**src/rtl/top_if.sv**
```systemverilog
// top_if: processor start-address input and architectural debug outputs
interface top_if;
   logic [31:0] pc;
   logic [31:0] pc_out;
   logic [31:0] instr_out;
   logic [31:0] s0_out;
   modport master (output pc, input pc_out, instr_out, s0_out);
   modport slave (input pc, output pc_out, instr_out, s0_out);
endinterface

```
**src/rtl/top.sv**
```systemverilog
// top: single-cycle MIPS32-subset core with 16-word instruction ROM and 32x32 register file
module regfile (
   input  logic        clk,
   input  logic        rst_n,
   input  logic        we,
   input  logic [4:0]  wa,
   input  logic [31:0] wd,
   input  logic [4:0]  ra1,
   input  logic [4:0]  ra2,
   output logic [31:0] rd1,
   output logic [31:0] rd2,
   output logic [31:0] zero,
   output logic [31:0] s0
);
   logic [31:0] r [32];
   // clear everything on reset; r0 is never written so it stays 0
   always_ff @(posedge clk)
      if (!rst_n) r <= '{default: '0};
      else if (we && wa != 5'd0) r[wa] <= wd;
   assign rd1 = ra1 == 5'd0 ? '0 : r[ra1];
   assign rd2 = ra2 == 5'd0 ? '0 : r[ra2];
   assign zero = r[0];
   assign s0 = r[16];
endmodule

module top (
   input logic clk,
   input logic rst_n,
   top_if.slave bus
);
   localparam logic [31:0] ROM [16] = '{
      32'h20100005, 32'h20110003, 32'h02119020, 32'h02119822,
      32'h02114024, 32'h02114825, 32'h0230502A, 32'h12100001,
      32'h201400FF, 32'h20140001, 32'h3C100001, 32'h36100002,
      32'h20000007, 32'h0800000A, 32'h00000000, 32'h00000000
   };
   logic [31:0] pc_q, instr, pc4, npc, sext, rd1, rd2, wd;
   logic [5:0]  op, funct;
   logic [4:0]  wa;
   logic        we;
   logic [31:0] s0;
   logic [31:0] zero_unused;
   assign instr = |pc_q[31:6] ? 32'h0 : ROM[pc_q[5:2]];
   assign op = instr[31:26];
   assign funct = instr[5:0];
   assign pc4 = pc_q + 32'd4;
   assign sext = {{16{instr[15]}}, instr[15:0]};
   regfile r1 (
      .clk(clk), .rst_n(rst_n), .we(we), .wa(wa), .wd(wd),
      .ra1(instr[25:21]), .ra2(instr[20:16]), .rd1(rd1), .rd2(rd2),
      .zero(zero_unused), .s0(s0)
   );
   // decode and execute the fetched instruction; unknown encodings fall through as nops
   always_comb begin
      we = 1'b0;
      wa = instr[20:16];
      wd = '0;
      npc = pc4;
      case (op)
         6'h00: begin
            wa = instr[15:11];
            we = funct inside {6'h20, 6'h22, 6'h24, 6'h25, 6'h2A};
            wd = funct == 6'h20 ? rd1 + rd2 :
                 funct == 6'h22 ? rd1 - rd2 :
                 funct == 6'h24 ? rd1 & rd2 :
                 funct == 6'h25 ? rd1 | rd2 :
                 {31'h0, $signed(rd1) < $signed(rd2)};
         end
         6'h08: begin we = 1'b1; wd = rd1 + sext; end
         6'h0D: begin we = 1'b1; wd = rd1 | {16'h0, instr[15:0]}; end
         6'h0F: begin we = 1'b1; wd = {instr[15:0], 16'h0}; end
         6'h04: npc = rd1 == rd2 ? pc4 + {sext[29:0], 2'b00} : pc4;
         6'h02: npc = {pc4[31:28], instr[25:0], 2'b00};
         default: ;
      endcase
   end
   // program counter: load start address in reset, otherwise follow next-pc
   always_ff @(posedge clk)
      if (!rst_n) pc_q <= bus.pc;
      else pc_q <= npc;
   assign bus.pc_out = pc_q;
   assign bus.instr_out = instr;
   assign bus.s0_out = s0;
endmodule

```
**src/flat_wrapper.sv**
```systemverilog
// flat-port wrapper written by rule: the top's interface ports become plain ports
module top_flat 
  (clk, rst_n, bus_pc, bus_pc_out, bus_instr_out, bus_s0_out);
  top_if bus_i ();
  input logic clk;
  input logic rst_n;
  input wire logic [$bits(bus_i.pc)-1:0] bus_pc;
  output wire logic [$bits(bus_i.pc_out)-1:0] bus_pc_out;
  output wire logic [$bits(bus_i.instr_out)-1:0] bus_instr_out;
  output wire logic [$bits(bus_i.s0_out)-1:0] bus_s0_out;
  assign bus_i.pc = bus_pc;
  assign bus_pc_out = bus_i.pc_out;
  assign bus_instr_out = bus_i.instr_out;
  assign bus_s0_out = bus_i.s0_out;
  top u_core (.clk(clk), .rst_n(rst_n), .bus(bus_i));
endmodule
```
**config.mk**
```make
export PLATFORM = sky130hd
export DESIGN_NAME = top_flat
export DESIGN_NICKNAME = d
export VERILOG_FILES = /design/src/rtl/top_if.sv /design/src/rtl/top.sv /design/src/flat_wrapper.sv
export SDC_FILE = /design/constraint.sdc
export NUM_CORES = 1
export LEC_CHECK = 0
export BUFFER_PORTS_ARGS = -buffer_cell sky130_fd_sc_hd__buf_2
export CORE_MARGIN = 4
export CORE_UTILIZATION = 45
export CTS_BUF_LIST = sky130_fd_sc_hd__clkbuf_8
export DETAILED_ROUTE_END_ITERATION = 6
export GPL_TIMING_DRIVEN = 0
export MAX_ROUTING_LAYER = met4
export SYNTH_ARGS = -nofsm -noshare
export SYNTH_HDL_FRONTEND = slang
export SYNTH_SLANG_ARGS = --single-unit
```
**constraint.sdc**
```tcl
create_clock -name clk -period 14.78 [get_ports clk]
set_input_delay 0.739 -clock clk [delete_from_list [all_inputs] [get_ports clk]]
set_output_delay 0.739 -clock clk [all_outputs]
set_load 0.02 [all_outputs]
```
Word-level counts from Yosys, hierarchy flattened

Memory sizes are Yosys's and may differ from the RTL's.
Cells that the tools add are included.

Reductions and logical operators: 9
Bitwise logic cells: 7
Mux-type cells: 24
$lt $le $gt $ge: 6
Equal/unequal tests: 11
$add $sub $neg: 5

Operator list:

| cell                                                                  | number |
|---|---|
| 1024-bit bitwise mux                                                  | 1 |
| 32-bit two-way mux                                                    | 16 |
| 32-bit binary-select mux with 5-bit select                            | 2 |
| 32-bit demux with 5-bit select                                        | 1 |
| 32-bit case mux with 4 select lines                                   | 1 |
| 32-bit adder                                                          | 3 |
| 32-bit case mux with 2 select lines                                   | 1 |
| 32-bit by 3-bit adder with 32-bit output, second input constant       | 1 |
| 32-bit AND                                                            | 1 |
| 32-bit equality test                                                  | 1 |
| 32-bit < comparator                                                   | 1 |
| 32-bit by 16-bit bitwise OR with 32-bit output                        | 1 |
| 32-bit bitwise OR                                                     | 1 |
| 32-bit subtractor                                                     | 1 |
| 6-bit equality test, second input constant                            | 5 |
| 26-bit OR reduction                                                   | 1 |
| 6-bit by 4-bit equality test with 1-bit output, second input constant | 3 |
| 6-bit >= comparator, second input constant                            | 3 |
| 5-bit NOT with 6-bit output                                           | 3 |
| 5-bit logical NOT                                                     | 2 |
| 5-bit nonzero test                                                    | 2 |
| 6-bit by 2-bit equality test with 1-bit output, second input constant | 1 |
| 6-bit by 3-bit equality test with 1-bit output, second input constant | 1 |
| 6-bit logical NOT                                                     | 1 |
| other kinds (7)                                                       | 8 |

Memories kept: 1
Flip-flop bits (word level): 1,056
Input port bits: 34
Logic and storage cells: 96
Output and inout bits: 96
Memory bits (read-only): 512

Memories:

| name            | words | width | read ports | clocked after memory_dff | write ports | line      | RTL |
|---|---|---|---|---|---|---|---|
| (no name shown) | 16    | 32    | 1          | 0                        | 0           | top.sv:43 | `assign instr = \|pc_q[31:6] ? 32'h0 : ROM[pc_q[5:2]];` |

Logic depth before layout (Yosys ltp)

Depth in word-level cells: 17
Depth in mapped cells: 24
Gate-level depth less buffers: 21

By module

From an unflattened synthesis, not the netlist that was laid out.

Cells, all modules: 7,567
Area total of the unflattened synthesis: 65,366.4 um^2

By module, submodules not included:

| module  | times used | area each (um^2) | cells an instance |
|---|---|---|---|
| regfile | 1          | 55,032.8         | 6,048 |
| top     | 1          | 10,333.7         | 1,519 |

Least setup slack after synthesis

OpenSTA, ideal clock, no wires.

Path kind: register to register
Start point: register u_core.pc_q[8], in the netlist u_core.bus.pc_out[8]
End point: register u_core.r1.r, in the netlist u_core.r1.s0[31]
Stages on the path, launching flop included: 19
Period minus slack after synthesis: 6,672 ps
Setup time: 133 ps
Data arrival time: 6,538 ps
Data required time: 14,647 ps
Slack: 8,108 ps
Buffers on the path: 3
Cells stage by stage: dfxtp_1 buf_2 nor4_4 and4_1 nand2_1 clkbuf_1 nor3_1 ha_1 clkbuf_1 a21oi_1 o21ai_0 a221o_1 a21o_1 a21oi_1 a21oi_1 nor3_1 a21oi_1 a41oi_1 a311oi_1

Elaborated cells on any way between the ends: 47

RTL lines:

| element                                              | line              | RTL |
|---|---|---|
| from (decl)                                          | top.sv:37         | `logic [31:0] pc_q, instr, pc4, npc, sext, rd1, rd2, wd;` |
| from (signal assigned)                               | top.sv:79         | `if (!rst_n) pc_q <= bus.pc;` |
| from (signal assigned)                               | top.sv:80         | `else pc_q <= npc;` |
| 26-bit OR reduction *                                | top.sv:43         |  |
| 32-bit two-way mux *                                 | top.sv:43         |  |
| net bus_instr_out[15]                                | flat_wrapper.sv:9 | `output wire logic [$bits(bus_i.instr_out)-1:0] bus_instr_out;` |
| branches (longest 7 deep; another with 32-bit adder) | --                |  |
| to (signal, indexed assignment)                      | top.sv:19         | `else if (we && wa != 5'd0) r[wa] <= wd;` |
| to (decl)                                            | top.sv:15         | `logic [31:0] r [32];` |

Mark *: on every way through the listed nets, which the timed path passes. The select of a mux whose other input is x is not followed.
A chain may end at the register's enable or synchronous reset.

Worst setup path after layout

Start point: register u_core.pc_q[2], in the netlist u_core.bus.pc_out[2]
End point: register u_core.r1.r, in the netlist u_core.r1.s0[18]

Cells in the longest elaborated chain, start to end: 17
Elaborated cells on any way between the ends: 50

RTL lines:

| element                                                    | line |
|---|---|
| 4-bit NOT with 5-bit output (not written as such) *        | top.sv:43 |
| memory read 16 x 32 bit *                                  | -- |
| 32-bit two-way mux (not written as such) * (2 in a row)    | top.sv:43 |
| 32-bit two-way mux *                                       | top.sv:43 |
| branches (longest 12 deep; another with 32-bit subtractor) | -- |

Mark *: on every way between the ends. The select of a mux whose other input is x is not followed.

==> flow_summary.ini <==
[synth]
synth_seq_cells = 130
synth_flop_cell = dfxtp_1
netlist_top_cells_count = a21oi_1, nor2_1, nand2_1
avgSynthCellArea_um2 = 7.171
synth_warnings = 0
ys_types = 84
ys_seq_area_share_pct = 19.06
synth.area.top_cells = dfxtp_1, ha_1, a21oi_1
async_reset_ff_share_pct = 0
synth_top_area_share_pct = 18.62
syn_inst = 1919
synth_edf_count = 2
synth_area_um2 = 13760
yosysTopAreaCell = dfxtp_1
yosysMostFrequentCell = a21oi_1

[floorplanning]
placementRows = 63
start_util_pct = 46.07
die_h_um = 182.9
core_area_um2 = 29870
io_pins = 130
die_x_um = 182.9
die-area_um2 = 33440

[timing]
worst_slack_ns = 6.302
finalHoldViolations = 0
fin_tns_setup_ns = 0
setup_viol = 0
grt_setup_unrepaired = false
fin_crit_sh_pct = 57.36
slew-limit-headroom_pct = 3.177
fmax_mhz = 118.0
period_minus_slack_ns = 8.478
tightest_slew_ns = 1.447
slew_violations = 0
skew_ns = 0.01508

[clock_network]
cts_tree = built
cts.sinks = 130
clockBufferDepth = 2
post_cts_buffers = 0
clk_pin_slew_ns = 0.10
htree_num_levels = 4
insertion_delay_ns = 0.50
clock-root-buffer = clkbuf_8
cts_buffers = 17
cts_resized = 0
cts.hold.buffers_added = 0

[worst_hold_path]
holdPathStages = 3
min_path_type = in2reg
worstHoldStart = bus_pc[31]
min_to = u_core.bus.pc_out[31]$_DFF_P_

[worst_setup_path]
critPathTopFamily = compound AO/OA/AOI/OAI gates
r2r_setup_slack_ns = 6.30
crit_path_end_kind = flip-flop
worst-path-stages = 20
crit_path_max_incr_delay_ns = 1.03
crit_slowest_cell = o41ai_1
r2r_cells = 20
worstPathArrival_ns = 8.83
cp_num_buf_inv = 6
cp_max_fo = 10
r2r-end = u_core.r1.s0[18]$_SDFFE_PN0P_
required_ns = 15.13
critPathMostFrequentCell = o21ai_0
crit_path_start_kind = flip-flop
path_cells = inv_1 > ha_1 > buf_2 > and3b_1 > buf_2 > nor3_1 > clkbuf_1 > clkbuf_1 > a22o_1 > inv_1 > ha_1 > o21ai_0 > a21boi_0 > o21ai_0 > a211oi_1 > o41ai_1 > o21ai_0 > xnor2_1 > a222oi_1 > a21oi_1
reg2reg_from = u_core.bus.pc_out[2]$_DFF_P_
crit_type = reg2reg

[drt]
route.detailed.drc = 2
wl_mm = 63.06
drtIter0Drc = 1781
vias = 15590
dr.pass1.iters = 7
ant_nets = 0
wl_per_cell_um = 25.51
viasPerCell = 6.307

[grt]
grt_max_degree = 17
grt.overflow.total = 0
grtUsageTotal_pct = 37.42
grt_pass1_vias = 14700
antenna_found_initial = 0
grt_first_pass_wirelength_mm = 92.74

[run]
drv_cap = 0

[power]
p_switching_uw = 344.3
leakage_nw = 7.111
powerDensity_nw_per_um2 = 60.78
p_int_uw = 588.8
p_comb_share_pct = 22.6
netSwitchingFraction_pct = 36.90
p_clk_share_pct = 37.0
p_seq_share_pct = 40.4
vdd_drop_max_mv = 0.07240

[placed_design]
place_area_um2 = 14930
portBuffers = 117
routabilityCongestion = 1.023
dp_worst_setup_slack_ns = 6.695
hpwl_mm = 49.24

[final_layout]
fillCellCount = 3061
drive_gt1_share_pct = 12.10
final_cell_area_um2 = 15350
antenna_cells = 0
fin_nets = 2254
area_growth_pct = 11.56
final_util_pct = 51.39

[status]
status = complete, but fails checks
violations = DRC
[cell type report]
cell class / count / area, um2 / area share [%]
clock buffers: 17 / 234.0 / 1.524
well taps: 390 / 488.0 / 3.178
plain buffers: 142 / 728.2 / 4.743
clock inverters: 15 / 188.9 / 1.231
multi-input cells: 1549 / 10060 / 65.53
repair buffers: 121 / 625.6 / 4.075
inverters: 108 / 405.4 / 2.640
flip-flops and latches: 130 / 2623 / 17.08
[per-stage QoR]
step	std cells	power [mW]	hold slack (ns)
global route	2472	0.9652	0.4646
floorplan	1929	0.5217	0.4301
global placement	2436	0.5876	0.4376
finish	2472	0.9331	0.4591
detailed placement	2440	0.5886	0.4476
CTS	2472	0.9254	0.4426
[state kept, by name, indices dropped and copies added, names as in the netlist]
register	cells
u_core.r1.s0	32
u_core.bus.pc_out	32
u_core.r1.r	64
u_core.r1.zero	2
[power by group through the flow]
stage | Clock (mW) | Sequential, mW | Combinational, mW
after floorplan | 0 | 0.392 | 0.129
after global placement | 0 | 0.385 | 0.203
after detailed placement | 0 | 0.385 | 0.204
after CTS | 0.344 | 0.377 | 0.205
after global routing | 0.360 | 0.379 | 0.226
final | 0.345 | 0.377 | 0.211
[cell families (layout without fill, tap and decap cells)]
group,count (synthesis),after routing,share of synthesized area [%]
AND/OR/NAND/NOR,650,650,22.25
AO/OA/AOI/OAI,611,611,27.74
buffers and inverters,250,403,8.237
adder cells (fa/ha/maj),151,151,13.95
flip-flops,130,130,19.06
XOR/XNOR,79,79,5.028
multiplexers,47,47,3.718
other,1,11,0.02725
[worst register-to-register path, delay by kind of cell, from the launching register on]
kind            cells  cell delay [ns]
simple gates        2             1.15
xor+xnor            1             0.22
fa+ha+maj           2             0.56
compound gates      9             3.94
flops               1             0.53
buf+inv             6             1.94
[worst max path at each step]
stage | to | from
6_report | u_core.r1.s0[18]$_SDFFE_PN0P_ | u_core.bus.pc_out[2]$_DFF_P_
5_1_grt | u_core.r1.s0[18]$_SDFFE_PN0P_ | u_core.bus.pc_out[2]$_DFF_P_
3_3_place_gp | u_core.r1.s0[31]$_SDFFE_PN0P_ | u_core.bus.pc_out[20]$_DFF_P_
4_1_cts | u_core.r1.s0[18]$_SDFFE_PN0P_ | u_core.bus.pc_out[2]$_DFF_P_
2_1_floorplan | u_core.r1.s0[31]$_SDFFE_PN0P_ | u_core.bus.pc_out[8]$_DFF_P_
3_5_place_dp | u_core.r1.s0[18]$_SDFFE_PN0P_ | u_core.bus.pc_out[20]$_DFF_P_
[metal layers]
metal / routed length, um / GRT usage [%] / vias up
met4: 3914 / 19.49 / 0
met1: 25500 / 45.84 / 7404
met2: 28510 / 59.36 / 871
met5: 0 / - / -
met3: 5136 / 6.248 / 178
li1: - / - / 7139
[cell usage in the layout (no fill, tap or decap), types with 13 or more instances in the layout]
cell type	n
xnor2_1	46
nand2_1	192
o21ai_0	131
and3_1	15
mux2i_1	41
a22o_1	13
a22oi_1	15
or3_1	16
ha_1	147
nand2b_1	20
inv_1	107
a21oi_1	231
nor2_1	207
nor3_1	41
clkbuf_1	70
nor2b_1	15
dfxtp_1	128
nand3_1	58
o21a_1	16
a31oi_1	20
nand4_1	20
buf_2	132
clkbuf_8	17
xor2_1	33
nor4_1	16
a21o_1	33
buf_4	46
a211oi_1	19
(Power assumes the default switching activity.)
